==> src/rtl/vend_sequencer.sv <==
// vend_sequencer: conditions coin/button inputs into pending events, grants them
// in fixed priority and executes each as a digit-serial BCD add/subtract on the
// money register, updating stock, LEDs and the display code.
module vend_sequencer #(
  parameter int MSG_HOLD = 100_000_000
) (
  input  logic        clk,
  input  logic        rst_n,
  input  logic        halfyuan,
  input  logic        oneyuan,
  input  logic        sell_cola,
  input  logic        sell_tea,
  input  logic        sell_milk,
  input  logic        supply,
  input  logic        coin_return,
  output logic [15:0] money_bcd,
  output logic [15:0] stock,
  output logic [15:0] disp_code,
  output logic        cola_led,
  output logic        tea_led,
  output logic        milk_led,
  output logic        busy,
  output logic        refund_pulse,
  output logic [15:0] refund_amount,
  output logic        coin_reject
);

  typedef enum logic [1:0] {S_IDLE, S_CHECK, S_CALC, S_COMMIT} state_t;
  // Encoding doubles as the pending-bit index; lower index = higher priority.
  typedef enum logic [2:0] {
    OP_RET, OP_SUP, OP_ONE, OP_HALF, OP_COLA, OP_TEA, OP_MILK
  } op_t;

  localparam logic [15:0] STOCK_FULL = 16'hC555;

  logic [6:0]  w_raw;
  logic [6:0]  r_s1, r_s2, r_s3, r_evt;
  logic [6:0]  r_pend;
  logic [2:0]  w_gnt_idx;
  logic [6:0]  w_gnt_mask;
  logic        w_any;

  state_t      r_state;
  op_t         r_op;
  logic [15:0] r_money, r_stock, r_temp, r_operand, r_msg, r_refund_amt;
  logic [1:0]  r_digit;
  logic        r_carry;
  logic [2:0]  r_leds;
  logic        r_soldout;
  logic [26:0] r_timer;
  logic        r_busy, r_refund_pulse, r_coin_reject;

  logic        w_is_sell;
  logic [1:0]  w_pidx;
  logic [3:0]  w_pnib;
  logic [15:0] w_price, w_coin_amt;
  logic [3:0]  w_dsh;
  logic [3:0]  w_a, w_b, w_dig;
  logic [4:0]  w_sum, w_dif;
  logic        w_cout;

  assign w_raw = {sell_milk, sell_tea, sell_cola, halfyuan, oneyuan, supply, coin_return};

  // 2-FF synchronizer, edge history and registered one-cycle event pulse
  always_ff @(posedge clk) begin
    if (!rst_n) begin
      r_s1  <= '0;
      r_s2  <= '0;
      r_s3  <= '0;
      r_evt <= '0;
    end else begin
      r_s1  <= w_raw;
      r_s2  <= r_s1;
      r_s3  <= r_s2;
      r_evt <= r_s2 & ~r_s3;
    end
  end

  // Fixed-priority pick of the lowest-index pending bit
  always_comb begin
    w_gnt_idx = 3'd0;
    for (int i = 6; i >= 0; i--)
      if (r_pend[i]) w_gnt_idx = 3'(i);
    w_gnt_mask = 7'd1 << w_gnt_idx;
    w_any      = |r_pend;
  end

  // Pending bits: events set, grant clears; a same-cycle new event still lands
  always_ff @(posedge clk) begin
    if (!rst_n) r_pend <= '0;
    else        r_pend <= (r_pend & ~((r_state == S_IDLE && w_any) ? w_gnt_mask : 7'd0)) | r_evt;
  end

  // Operation decode: product index, stock nibble, price and coin operand
  always_comb begin
    w_is_sell  = (r_op == OP_COLA) || (r_op == OP_TEA) || (r_op == OP_MILK);
    w_pidx     = (r_op == OP_COLA) ? 2'd0 : (r_op == OP_TEA) ? 2'd1 : 2'd2;
    w_pnib     = r_stock[{w_pidx, 2'b00} +: 4];
    w_price    = (r_op == OP_COLA) ? 16'h0020 : (r_op == OP_TEA) ? 16'h0030 : 16'h0035;
    w_coin_amt = (r_op == OP_ONE) ? 16'h0010 : 16'h0005;
  end

  // One BCD digit of add (with decimal adjust) or subtract (with borrow adjust)
  always_comb begin
    w_dsh  = {r_digit, 2'b00};
    w_a    = r_money[w_dsh +: 4];
    w_b    = r_operand[w_dsh +: 4];
    w_sum  = {1'b0, w_a} + {1'b0, w_b} + {4'd0, r_carry};
    w_dif  = {1'b0, w_a} - {1'b0, w_b} - {4'd0, r_carry};
    w_dig  = 4'd0;
    w_cout = 1'b0;
    if (w_is_sell) begin
      w_dig  = w_dif[4] ? (w_dif[3:0] - 4'd6) : w_dif[3:0];
      w_cout = w_dif[4];
    end else begin
      w_dig  = (w_sum > 5'd9) ? (w_sum[3:0] + 4'd6) : w_sum[3:0];
      w_cout = (w_sum > 5'd9);
    end
  end

  // Transaction FSM with registered results, strobes and message timer
  always_ff @(posedge clk) begin
    if (!rst_n) begin
      r_state        <= S_IDLE;
      r_op           <= OP_RET;
      r_money        <= '0;
      r_stock        <= STOCK_FULL;
      r_temp         <= '0;
      r_operand      <= '0;
      r_msg          <= '0;
      r_refund_amt   <= '0;
      r_digit        <= '0;
      r_carry        <= 1'b0;
      r_leds         <= '0;
      r_soldout      <= 1'b0;
      r_timer        <= '0;
      r_busy         <= 1'b0;
      r_refund_pulse <= 1'b0;
      r_coin_reject  <= 1'b0;
    end else begin
      r_refund_pulse <= 1'b0;
      r_coin_reject  <= 1'b0;
      if (r_timer != 27'd0) r_timer <= r_timer - 27'd1;
      case (r_state)
        S_IDLE: begin
          if (w_any) begin
            r_op      <= op_t'(w_gnt_idx);
            r_leds    <= '0;
            r_timer   <= '0;
            r_soldout <= 1'b0;
            r_busy    <= 1'b1;
            r_state   <= S_CHECK;
          end
        end
        S_CHECK: begin
          if (r_op == OP_RET || r_op == OP_SUP) begin
            r_state <= S_COMMIT;
          end else if (w_is_sell && w_pnib == 4'd0) begin
            r_soldout <= 1'b1;
            r_busy    <= 1'b0;
            r_state   <= S_IDLE;
          end else if (w_is_sell && r_money < w_price) begin
            r_msg   <= {8'hCC, w_price[7:0]};
            r_timer <= 27'(MSG_HOLD);
            r_busy  <= 1'b0;
            r_state <= S_IDLE;
          end else begin
            r_operand <= w_is_sell ? w_price : w_coin_amt;
            r_digit   <= 2'd0;
            r_carry   <= 1'b0;
            r_temp    <= '0;
            r_state   <= S_CALC;
          end
        end
        S_CALC: begin
          r_temp[w_dsh +: 4] <= w_dig;
          r_carry            <= w_cout;
          r_digit            <= r_digit + 2'd1;
          if (r_digit == 2'd3) r_state <= S_COMMIT;
        end
        S_COMMIT: begin
          case (r_op)
            OP_RET: begin
              r_refund_amt   <= r_money;
              r_refund_pulse <= 1'b1;
              r_money        <= '0;
            end
            OP_SUP: r_stock <= STOCK_FULL;
            OP_ONE, OP_HALF: begin
              // carry out of the top digit means the credit would exceed 999.9
              if (r_carry) r_coin_reject <= 1'b1;
              else         r_money       <= r_temp;
            end
            default: begin
              r_money                       <= r_temp;
              r_stock[{w_pidx, 2'b00} +: 4] <= w_pnib - 4'd1;
              r_leds[w_pidx]                <= 1'b1;
            end
          endcase
          r_busy  <= 1'b0;
          r_state <= S_IDLE;
        end
        default: r_state <= S_IDLE;
      endcase
    end
  end

  assign money_bcd     = r_money;
  assign stock         = r_stock;
  assign disp_code     = r_soldout ? 16'hFFFF : ((r_timer != 27'd0) ? r_msg : r_money);
  assign cola_led      = r_leds[0];
  assign tea_led       = r_leds[1];
  assign milk_led      = r_leds[2];
  assign busy          = r_busy;
  assign refund_pulse  = r_refund_pulse;
  assign refund_amount = r_refund_amt;
  assign coin_reject   = r_coin_reject;

endmodule

==> config.mk <==
export PLATFORM = sky130hd
export DESIGN_NAME = vend_sequencer
export DESIGN_NICKNAME = d
export VERILOG_FILES = /design/src/rtl/vend_sequencer.sv
export SDC_FILE = /design/constraint.sdc
export NUM_CORES = 1
export LEC_CHECK = 0
export BUFFER_PORTS_ARGS = -buffer_cell sky130_fd_sc_hd__buf_2
export CAP_MARGIN = 15
export CORE_MARGIN = 2
export CORE_UTILIZATION = 55
export CTS_BUF_LIST = sky130_fd_sc_hd__clkbuf_4 sky130_fd_sc_hd__clkbuf_8
export CTS_CLUSTER_SIZE = 8
export DETAILED_ROUTE_END_ITERATION = 8
export PLACE_DENSITY = 0.85
export RECOVER_POWER = 100
export SETUP_SLACK_MARGIN = 0.4
export SLEW_MARGIN = 20
export SYNTH_ARGS = -nofsm -noshare
export SYNTH_HDL_FRONTEND = slang
export SYNTH_SLANG_ARGS = --single-unit
==> constraint.sdc <==
create_clock -name clk -period 3.65 [get_ports clk]
set_clock_uncertainty 0.05 [all_clocks]
set_input_delay 0.73 -clock clk [delete_from_list [all_inputs] [get_ports clk]]
set_output_delay 0.73 -clock clk [all_outputs]
set_load 0.05 [all_outputs]
* Word-level counts from Yosys, hierarchy flattened
Cells that the tools add are included.
Storage, ports and cells: register bits after elaboration 166
Cells by class: add/subtract/negate cells 11, magnitude comparators 4, eq/ne operators 19, shift-type cells 8, multiplexer cells 65, bitwise operators 11, reductions and logical operators 32
Operators by type and width (count):
- 2-to-1 mux 27 bit | 5
- 2-to-1 mux 16 bit | 6
- case mux 16 bit (2 select lines) | 2
- case mux 27 bit (2 select lines) | 1
- case mux 16 bit (3 select lines) | 1
- variable part select 16 x 5 -> 4 bit | 3
- bitwise mux 16 bit | 2
- variable shift 4 x 6 -> 16 bit, first input constant | 2
- variable part select 4 x 6 -> 16 bit | 2
- 2-to-1 mux 3 bit | 10
- nonzero test 27 bit | 1
- subtractor 27 x 1 -> 27 bit, second input constant | 1
- 2-to-1 mux 2 bit | 10
- AND reduction 4 bit | 5
- < comparator 16 x 6 -> 1 bit | 1
- != test 2 bit, second input constant | 8
- bitwise AND 7 bit | 2
- 2-to-1 mux 1 bit | 14
- NOT 7 bit | 2
- 2-to-1 mux 4 bit | 3
- negator 4 -> 6 bit | 2
- 2-to-1 mux 5 bit | 2
- AND reduction 2 bit | 5
- equality test 3 bit, second input constant | 3
- other kinds (40) | 57

* Depth between registers and ports, before layout
Gate-level depths: netlist (run 1).
word-level depth 12, gate-level depth with buffers 17

* Worst setup path before layout (run 1)
No wires, ideal clock.
kind register to register, start point register r_digit[0], end point register r_temp[11], setup time 117 ps, arrival time 3627 ps, data required time 3483 ps, slack -145 ps, stages on the path, launching flop included 14, path buffers 1, period minus slack after synthesis 3795 ps, cells stage by stage dfxtp_1 > buf_2 > mux4_2 > fa_1 > fa_1 > nand2b_1 > nand2_1 > ha_1 > or4b_2 > mux2i_1 > xor2_1 > nor2_1 > a41oi_1 > a32o_1
Between the ends: cells in the longest elaborated chain, start to end 9, elaborated cells on any way between the ends 17
Ends and longest elaborated chain:
- from (decl) | RTL line 46 | logic [1:0] r_digit;
- from (signal assigned) | RTL line 178 | r_digit <= r_digit + 2'd1;
- variable part select 16 x 5 -> 4 bit (on tied branches) | RTL line 106, 107
- adder 4 x 4 -> 5 bit or subtractor 4 x 4 -> 5 bit (tied branches) | RTL line 108, 109
- adder 5 x 1 -> 5 bit or subtractor 5 x 1 -> 5 bit (tied branches) | RTL line 108, 109
- adder 4 x 3 -> 4 bit, or another cell as far along | RTL line 116 | w_dig = (w_sum > 5'd9) ? (w_sum[3:0] + 4'd6) : w_sum[3:0];
- 2-to-1 mux 4 bit (on tied branches) | RTL line 116, 113
- 2-to-1 mux 4 bit | RTL line 112 | if (w_is_sell) begin
- variable part select 4 x 6 -> 16 bit | RTL line 176 | r_temp[w_dsh +: 4] <= w_dig;
- bitwise mux 16 bit (*) | RTL line 176
- case mux 16 bit (2 select lines) (*) | RTL line 144 | case (r_state)
- to (signal, indexed assignment) | RTL line 176
- to (decl) | RTL line 45 | logic [15:0] r_money, r_stock, r_temp, r_operand, r_msg, r_refund_amt;
Every way passes the cells marked *; elsewhere a longest branch is shown, timed or not. A chain may end at the register's enable or synchronous reset.

* Worst setup path after layout (run 1)
Ends and elaborated chain as after synthesis.

==> out/metrics.csv, run 1 <==
metric,value,unit
floorplan.initialDensity,0.5568,
synth_edf_count,0,
synth_cell_types,75,
ys.flop_type,dfxtp_1,
p_switching,1.900,mW
grt_pass1_vias,5837,
drv_slew,0,
worstPathArrival,3.83,ns
p_int,3.092,mW
final_common_cell,dfxtp_1,
rsz0062_at_grt,true,
synth_cells,825,
fin_nets,955,
crit_slowest_cell,mux4_2,
fillCellCount,1015,
crit_path_max_fanout,2,
drt_iter0_markers,746,
layout_common_cells,"dfxtp_1, nand2_1, nor2_1, a21oi_1, clkbuf_1",
syn_area,6940,sq um
relSlewSlack,0.2121,
hold_path.class,reg2reg,
synthArstFlopShare,0,
cp_num_cells,12,
vdd_drop_max,0.3443,mV
antennaDiodeCount,0,
hpwl,12.34,mm
instances_no_fill,1106,
core-area,12470,sq um
cts_tree,done,
io_pins,79,
wl_per_cell,17.36,um
antenna_found_initial,0,
fin_crit_sh,0.9633,
rr_worst_depth,12,
start_kind,flop,
finalSetupViolCount,0,
insertion_delay,0.47,ns
clock-sinks,147,
crit_chain,mux4_2 -> fa_2 -> fa_1 -> nand2b_1 -> nand2_1 -> ha_2 -> or4b_4 -> mux2i_1 -> xor2_1 -> nor2_1 -> a41oi_2 -> a32o_1,
critPathCaptureType,flop,
die-height,116.3,um
drive_gt1_frac,0.1724,
antenna_left,0,
grt_max_degree,38,
grt_pass1_wl,29.26,mm
via_per_inst,6.044,
syn_avg_cell_area,8.413,sq um
htree_levels,4,
finalWorstSetupSlack,0.1339,ns
synth_nets,858,
clock-root-buffer,clkbuf_8,
cp.buffers_inverters,0,
ys_ff_latch,147,
drc,0,
tns,0,ns
io_buffers,78,
firstDrtPassIters,6,
synthToLayoutAreaGrowth,19.67,%
final.min_clock_period,3.516,ns
comb_power_share,0.390,
power.sequential.fraction,0.384,
crit_path_end,r_temp[11]$_SDFFE_PN0P_,
tightest_slew,1.182,ns
seq_area_frac_synth,0.4240,
clk_path_buf_depth,2,
status,finished clean,
critPathMaxStageDelay,0.56,ns
power_per_cell_area,601.0,nW/um^2
swShare,0.3806,
place.gp.congestion,0.9889,
design.die.area,13530,sq um
track_usage,0.2757,
rr_startpoint,r_digit[0]$_SDFFE_PN0P_,
critPathKind,reg2reg,
timing.rr.end,r_temp[11]$_SDFFE_PN0P_,
rows,41,
numCtsBuffers,17,
dp_cells,1054,
die_x,116.3,um
p_clk_frac,0.226,
drv_cap,0,
total_power,4.992,mW
via_count,6685,
critical_path.top_delay_family,adder cells,
cp_data_required_time,3.97,ns
setup.worst_path.start,r_digit[0]$_SDFFE_PN0P_,
leakage,3.115,nW
path_clk_slew,0.08,ns
r2r_slack,0.13,ns
wl,19.20,mm
place_ws,0.1391,ns
fmax,284.4,MHz
overflow,0,
final_hold_viol_count,0,
yosysWarnings,0,
[stage by stage]
step | area, sq um | hold WS, ns | utilization
floorplan | 6987 | 0.3174 | -
global placement | 7567 | 0.3198 | 0.6070
detailed placement | 7575 | 0.3262 | 0.6076
CTS | 8124 | 0.3390 | 0.6517
global route | 8305 | 0.3469 | 0.6663
finish | 8305 | 0.3361 | 0.6663
[layer usage]
| layer | part of all wire | wire (um) | track usage |
|---|---|---|---|
| met5 | 0 | 0 | 0 |
| met4 | 0.031 | 600 | 0.1048 |
| met3 | 0.10 | 1953 | 0.08095 |
| met2 | 0.45 | 8718 | 0.4105 |
| met1 | 0.41 | 7923 | 0.3799 |
[worst min path at each step]
stage | startpoint | to | slack (ns) | cells after the start
floorplan | r_s3[0]$_SDFF_PN0_ | r_evt[0]$_SDFF_PN0_ | 0.32 | 1
global placement | r_s3[0]$_SDFF_PN0_ | r_evt[0]$_SDFF_PN0_ | 0.32 | 1
detailed placement | r_s3[0]$_SDFF_PN0_ | r_evt[0]$_SDFF_PN0_ | 0.33 | 1
CTS | r_s3[3]$_SDFF_PN0_ | r_evt[3]$_SDFF_PN0_ | 0.34 | 1
global route | r_s3[1]$_SDFF_PN0_ | r_evt[1]$_SDFF_PN0_ | 0.35 | 1
finish | r_s3[3]$_SDFF_PN0_ | r_evt[3]$_SDFF_PN0_ | 0.34 | 1
[registers in the layout (all words and copies together), names as in the netlist, 2 cells and up, named ones only]
signal         flops
r_timer           27
r_leds             3
r_msg              3
r_s1               7
r_s3               7
r_op               3
r_digit            2
r_pend             7
r_temp            16
r_s2               7
refund_amount     16
stock             16
r_operand          3
r_evt              7
money_bcd         16
[power groups by stage]
stage / clock network [mW] / logic (mW) / registers [mW]
floorplan: 0 / 1.35 / 1.94
global placement: 0 / 1.66 / 1.93
detailed placement: 0 / 1.70 / 1.93
CTS: 1.15 / 1.82 / 1.91
global route: 1.21 / 2.15 / 1.93
finish: 1.13 / 1.95 / 1.92
[kinds of logic (layout without fill, tap and decap cells)]
family / count (synthesis) / after routing / synth area share
AND/OR/NAND/NOR: 353 / 353 / 0.2520
AO/OA/AOI/OAI: 185 / 185 / 0.1702
flip-flops: 147 / 147 / 0.4240
buffers and inverters: 74 / 183 / 0.04291
XOR/XNOR: 28 / 28 / 0.03533
adder cells (fa/ha/maj): 24 / 24 / 0.04759
multiplexers: 14 / 14 / 0.02794
[worst reg2reg max path: stages, from the launching register on]
cell	delay (ns)
dfxtp_4	0.37
mux4_2	0.56
fa_2	0.39
fa_1	0.43
nand2b_1	0.11
nand2_1	0.06
ha_2	0.19
or4b_4	0.51
mux2i_1	0.18
xor2_1	0.09
nor2_1	0.18
a41oi_2	0.07
a32o_1	0.24
[synth_stat cells, types with 5 or more instances]
master	instances	area [sq um]
a211oi_1	9	67.56
a21oi_1	62	310.3
a22oi_1	17	127.6
a31oi_1	5	31.28
and2_1	25	156.4
buf_2	7	35.03
clkbuf_1	29	108.9
dfxtp_1	147	2943
ha_1	20	250.2
inv_1	30	112.6
mux2i_1	7	70.07
nand2_1	122	457.9
nand2b_1	16	100.1
nand3_1	24	120.1
nand3b_1	5	37.54
nand4_1	9	56.30
nor2_1	83	311.6
nor2b_1	10	62.56
nor3_1	12	60.06
nor4_1	13	81.33
o21ai_0	27	135.1
o21ai_1	13	65.06
o22ai_1	12	75.07
or3_1	8	50.05
xnor2_1	18	157.7
xor2_1	10	87.58
[area by class of cell]
type | instances | area (sq um) | share of cell area
Sequential cell | 147 | 2959 | 0.3563
Tap cell | 172 | 215.2 | 0.02591
Inverter | 33 | 123.9 | 0.01491
Timing Repair Buffer | 119 | 698.2 | 0.08406
Multi-Input combinational cell | 604 | 3958 | 0.4765
Clock buffer | 18 | 247.7 | 0.02983
Clock inverter | 13 | 103.9 | 0.01250
[timing repair]
action                                  4_1_cts  5_1_grt
setup buffers                                 6       14
pin swaps                                     9       26
cloned                                        0        1
endpoints found under the setup margin       29       29
resized for setup                            43       51
hold buffers                                  0        0
Note: power is estimated with default switching activity, not from simulation.
==> run 2, diff against run 1 <==
CORE_UTILIZATION = 30   (was 55)
PLACE_DENSITY = 0.54   (was 0.85)
==> run 2 against run 1 <==
Combinational power up 5%. Largest power group unchanged. Die area up 80%. Utilization down 28 points. Fmax up 0.50%. Clock-buffer cell count unchanged. Clock power up 17%. Worst setup slack better by 0.018 ns. Critical endpoint is now r_temp[2]$_SDFFE_PN0P_. First-iteration DRC count down 31%.
==> out/metrics.csv, run 2 (synthesis gave the netlist of run 1 again) <==
metric,value,unit
grt_pass1_vias,5700,
finalWorstSetupSlack,0.1514,ns
antennaDiodeCount,0,
use_met3,0.03250,
fillCellCount,2303,
swShare,0.3818,
layout_common_cells,"dfxtp_1, nand2_1, nor2_1, a21oi_1, clkbuf_1",
met2_usage,0.2474,
tns,0,ns
status,finished clean,
overflow,0,
critPathCaptureType,flop,
cp_data_required_time,3.97,ns
largest_register,r_timer,
firstDrtPassIters,7,
insertion_delay,0.46,ns
path_clk_slew,0.09,ns
via_per_inst,5.007,
wl_per_cell,15.58,um
floorplan.initialDensity,0.3056,
synthToLayoutAreaGrowth,26.00,%
drc,0,
fin_util,0.3851,
rows,55,
largest_reg_flops,27,
grt_max_degree,54,
final_common_cell,dfxtp_1,
drive_gt1_frac,0.2042,
die-height,156.1,um
place_ws,0.09986,ns
final_hold_viol_count,0,
instances_no_fill,1230,
rsz0062_at_grt,true,
design.die.area,24370,sq um
hold_path.class,reg2reg,
via_count,6159,
worstPathArrival,3.82,ns
hold_buffers,0,
cts_tree,done,
final.min_clock_period,3.499,ns
relSlewSlack,0.3975,
track_usage,0.1559,
clk_path_buf_depth,2,
fmax,285.8,MHz
grt_pass1_wl,30.19,mm
die_x,156.1,um
finalSetupViolCount,0,
drt_iter0_markers,518,
critPathKind,reg2reg,
vdd_drop_max,0.3491,mV
htree_levels,4,
p_int,3.267,mW
leakage,3.401,nW
hpwl,12.96,mm
antenna_found_initial,0,
drv_slew,0,
wl,19.17,mm
grt-busiest-layer,met2,
tightest_slew,0.9038,ns
clock-sinks,147,
power.sequential.fraction,0.362,
dp_cells,1173,
grt_use_met1,0.2138,
core-area,22710,sq um
fin_nets,965,
io_pins,79,
antenna_left,0,
power_per_cell_area,604.2,nW/um^2
io_buffers,78,
clock-root-buffer,clkbuf_8,
comb_power_share,0.388,
p_clk_frac,0.250,
p_switching,2.017,mW
crit_path_max_fanout,7,
place.gp.congestion,0.8495,
numCtsBuffers,17,
start_kind,flop,
fin_crit_sh,0.9585,
drv_cap,0,
## run 2: changes by cell type in the layout (fill, tap and decap cells not counted), moves of 4 or more
cell,delta
buf_8,+8
nand2_4,+14
clkbuf_2,-6
clkinvlp_4,-5
buf_6,-7
nand2_1,-18
buf_4,+11
nand2_2,+4
inv_8,+5
## run 2: layout make-up
cell class | count | area [sq um] | area share
clock buffer | 18 | 241.5 | 0.02761
multi-input combinational | 604 | 4025 | 0.4603
sequential | 147 | 2958 | 0.3382
inverter | 33 | 123.9 | 0.01417
timing repair buffer | 129 | 875.8 | 0.1002
tap | 285 | 356.6 | 0.04078
clock inverter | 14 | 163.9 | 0.01874
## run 2: power by group through the flow
stage / sequential, mW / combinational [mW] / clock [mW]
after CTS: 1.91 / 1.96 / 1.37
after detailed placement: 1.93 / 1.69 / 0
final: 1.91 / 2.05 / 1.32
after global routing: 1.94 / 2.29 / 1.43
after floorplan: 1.94 / 1.35 / 0
after global placement: 1.93 / 1.69 / 0
## run 2: critical path, cell delays in order (launching register included)
cell and delay [ns]:
dfxtp_2 0.38, mux4_2 0.54, buf_4 0.16, buf_6 0.10
fa_2 0.36, fa_2 0.40, xnor2_2 0.20, inv_2 0.07
ha_4 0.17, nand2b_4 0.08, o21a_4 0.15, a211oi_2 0.07
o21ai_0 0.32, nand3_4 0.16, o31ai_2 0.20
## run 2: what timing repair did
| item | 4_1_cts | 5_1_grt |
|---|---|---|
| gates resized for setup | 37 | 94 |
| cloned | 1 | 1 |
| endpoints found under the setup margin | 29 | 52 |
| endpoints found under the hold margin | 0 | 0 |
| pin swaps | 18 | 29 |
| buffers inserted | 17 | 6 |
## run 2: path summary, 6_finish.rpt
check	startpoint	to	slack [ns]	depth (start not counted)
worst min register to register	r_s3[4]$_SDFF_PN0_	r_evt[4]$_SDFF_PN0_	0.33	1
worst max-delay path	money_bcd[12]$_SDFFE_PN0P_	r_temp[2]$_SDFFE_PN0P_	0.15	14
worst min-delay path	r_s3[4]$_SDFF_PN0_	r_evt[4]$_SDFF_PN0_	0.33	1
worst max register to register	money_bcd[12]$_SDFFE_PN0P_	r_temp[2]$_SDFFE_PN0P_	0.15	14
## run 2: layer usage
layer  share of wire  wire length, um  up-vias
met5               0                0        -
met4           0.015              291        0
met3           0.043              820       18
met2            0.47             8942      142
met1            0.48             9114     2894
li1                -                -     3105
## run 2: through the flow
step	area, sq um	power, mW	hold slack, ns
4_1_cts	8451	5.242	0.3352
2_1_floorplan	6987	3.292	0.3174
6_report	8745	5.284	0.3320
3_3_place_gp	7766	3.624	0.3207
3_5_place_dp	7766	3.623	0.3211
5_1_grt	8745	5.652	0.3436
==> run 3, diff against run 2 <==
PLACE_DENSITY = default   (was 0.54)
PLACE_DENSITY_LB_ADDON = 0.25   (was default)
==> run 3 against run 2 <==
The run now ends with capacitance limit, slew limit left. Highest routed layer unchanged. Largest power group unchanged. Utilization fell by 0.51 points. Sequential share of layout area rose by 0.44 points. Worst setup slack got worse by 0.020 ns.
==> out/metrics.csv, run 3 (synthesis gave the netlist of run 1 again) <==
metric,value,unit
final_hold_viol_count,0,
grt-busiest-layer,met2,
power_per_cell_area,619.3,nW/um^2
leakage,3.265,nW
status,finished with violations,
rsz0062_at_grt,true,
crit_top_cell,fa_2,
path_clk_slew,0.10,ns
hold_path.class,reg2reg,
htree_levels,4,
crit_slowest_cell,mux4_2,
track_usage,0.1666,
clk_path_buf_depth,2,
final.min_clock_period,3.518,ns
critPathMaxStageDelay,0.55,ns
fin_crit_sh,0.9639,
drt_iter0_markers,412,
overflow,0,
largest_register,r_timer,
final_common_cell,dfxtp_1,
start_kind,flop,
die_x,156.1,um
hpwl,13.97,mm
insertion_delay,0.47,ns
drv_slew,51,
total_power,5.344,mW
cp_data_required_time,3.98,ns
clock-sinks,147,
wl,20.32,mm
drc,0,
io_pins,79,
post-route-cell-area,8628,sq um
cts_tree,done,
drv_cap,1,
met2_usage,0.2769,
rows,55,
synthToLayoutAreaGrowth,24.32,%
place_area,7801,sq um
crit_path_max_fanout,2,
critPathCaptureType,flop,
use_met3,0.03417,
die-height,156.1,um
worstPathArrival,3.85,ns
floorplan.initialDensity,0.3056,
hold_slack,0.3303,ns
tightest_slew,2.065,ns
vdd_drop_max,0.3084,mV
fin_util,0.3799,
min_from,r_s3[3]$_SDFF_PN0_,
finalSetupViolCount,0,
crit_chain,mux4_2 -> fa_2 -> fa_2 -> nand2b_1 -> nand2_1 -> ha_2 -> or4b_4 -> mux2i_4 -> xor2_2 -> nor2_2 -> a41o_1 -> o22ai_2,
grt_pass1_wl,31.93,mm
antennaDiodeCount,0,
via_count,6295,
wl_per_cell,16.39,um
grt_max_degree,51,
antenna_found_initial,0,
drive_gt1_frac,0.1958,
largest_reg_flops,27,
antenna_left,0,
grt_pass1_vias,5873,
firstDrtPassIters,5,
setup.worst_path.start,r_digit[0]$_SDFFE_PN0P_,
core-area,22710,sq um
via_per_inst,5.077,
tns,0,ns
critPathKind,reg2reg,
grt_use_met1,0.2211,
violations,"capacitance limit, slew limit",
relSlewSlack,-0.3764,
place.gp.congestion,0.8684,
fin_nets,975,
design.die.area,24370,sq um
io_buffers,78,
rr_startpoint,r_digit[0]$_SDFFE_PN0P_,
numCtsBuffers,17,
layout_common_cells,"dfxtp_1, nand2_1, nor2_1, a21oi_1, clkbuf_1",
fmax,284.2,MHz
clock-root-buffer,clkbuf_8,
==> run 3: changes by cell type in the layout (fill, tap and decap cells not counted), moves of 2 or more <==
| cell | delta |
|---|---|
| nand2_4 | -12 |
| nand2_1 | +8 |
| clkbuf_2 | +6 |
| buf_4 | +5 |
| buf_8 | -5 |
| buf_6 | +4 |
| clkbuf_1 | +4 |
| nand2_2 | +4 |
| clkinv_8 | +3 |
| buf_12 | -2 |
| nor3_2 | -2 |
==> run 3: metal layers <==
layer | part of all wire | vias to the layer above
met5 | 0 | -
met4 | 0.019 | 0
met3 | 0.035 | 26
met2 | 0.47 | 131
met1 | 0.48 | 3025
li1 | - | 3113
==> run 3: cell type report <==
| class | count | area, sq um |
|---|---|---|
| fillers | 2369 | 14080 |
| flip-flops and latches | 147 | 2957 |
| clock buffers | 17 | 234.0 |
| inverters | 33 | 123.9 |
| repair buffers | 139 | 838.3 |
| well taps | 285 | 356.6 |
| clock inverters | 15 | 178.9 |
| multi-input cells | 604 | 3940 |
==> run 3: final timing paths <==
kind | to | slack (ns) | cells past startpoint
max | r_temp[15]$_SDFFE_PN0P_ | 0.13 | 12
max reg2reg | r_temp[15]$_SDFFE_PN0P_ | 0.13 | 12
min reg2reg | r_evt[3]$_SDFF_PN0_ | 0.33 | 1
min | r_evt[3]$_SDFF_PN0_ | 0.33 | 1
==> run 3: where the power goes <==
part	switching (mW)	internal (mW)
combinational	1.17	0.928
clock	0.805	0.530
sequential	0.157	1.75
total	2.13	3.21
==> run 3: repair_timing <==
action                                  4_1_cts  5_1_grt
gates cloned                                  1        1
resized for setup                            41       60
hold buffers                                  0        0
pin swaps                                    18       15
buffers inserted                             11       15
endpoints found under the setup margin       29       34
==> run 3: worst max-delay path, delay by kind of cell, from the launching register on <==
kind,cells,cell delay (ns)
simple gates,4,0.76
flops,1,0.36
mux,2,0.73
xor+xnor,1,0.22
compound gates,2,0.39
fa+ha+maj,3,0.91
==> run 3: per-stage QoR <==
step                instances  worst slack, ns
floorplan                 825           0.2639
global placement         1180           0.2159
detailed placement       1180           0.1432
CTS                      1224           0.1543
global route             1240          0.04392
finish                   1240           0.1317
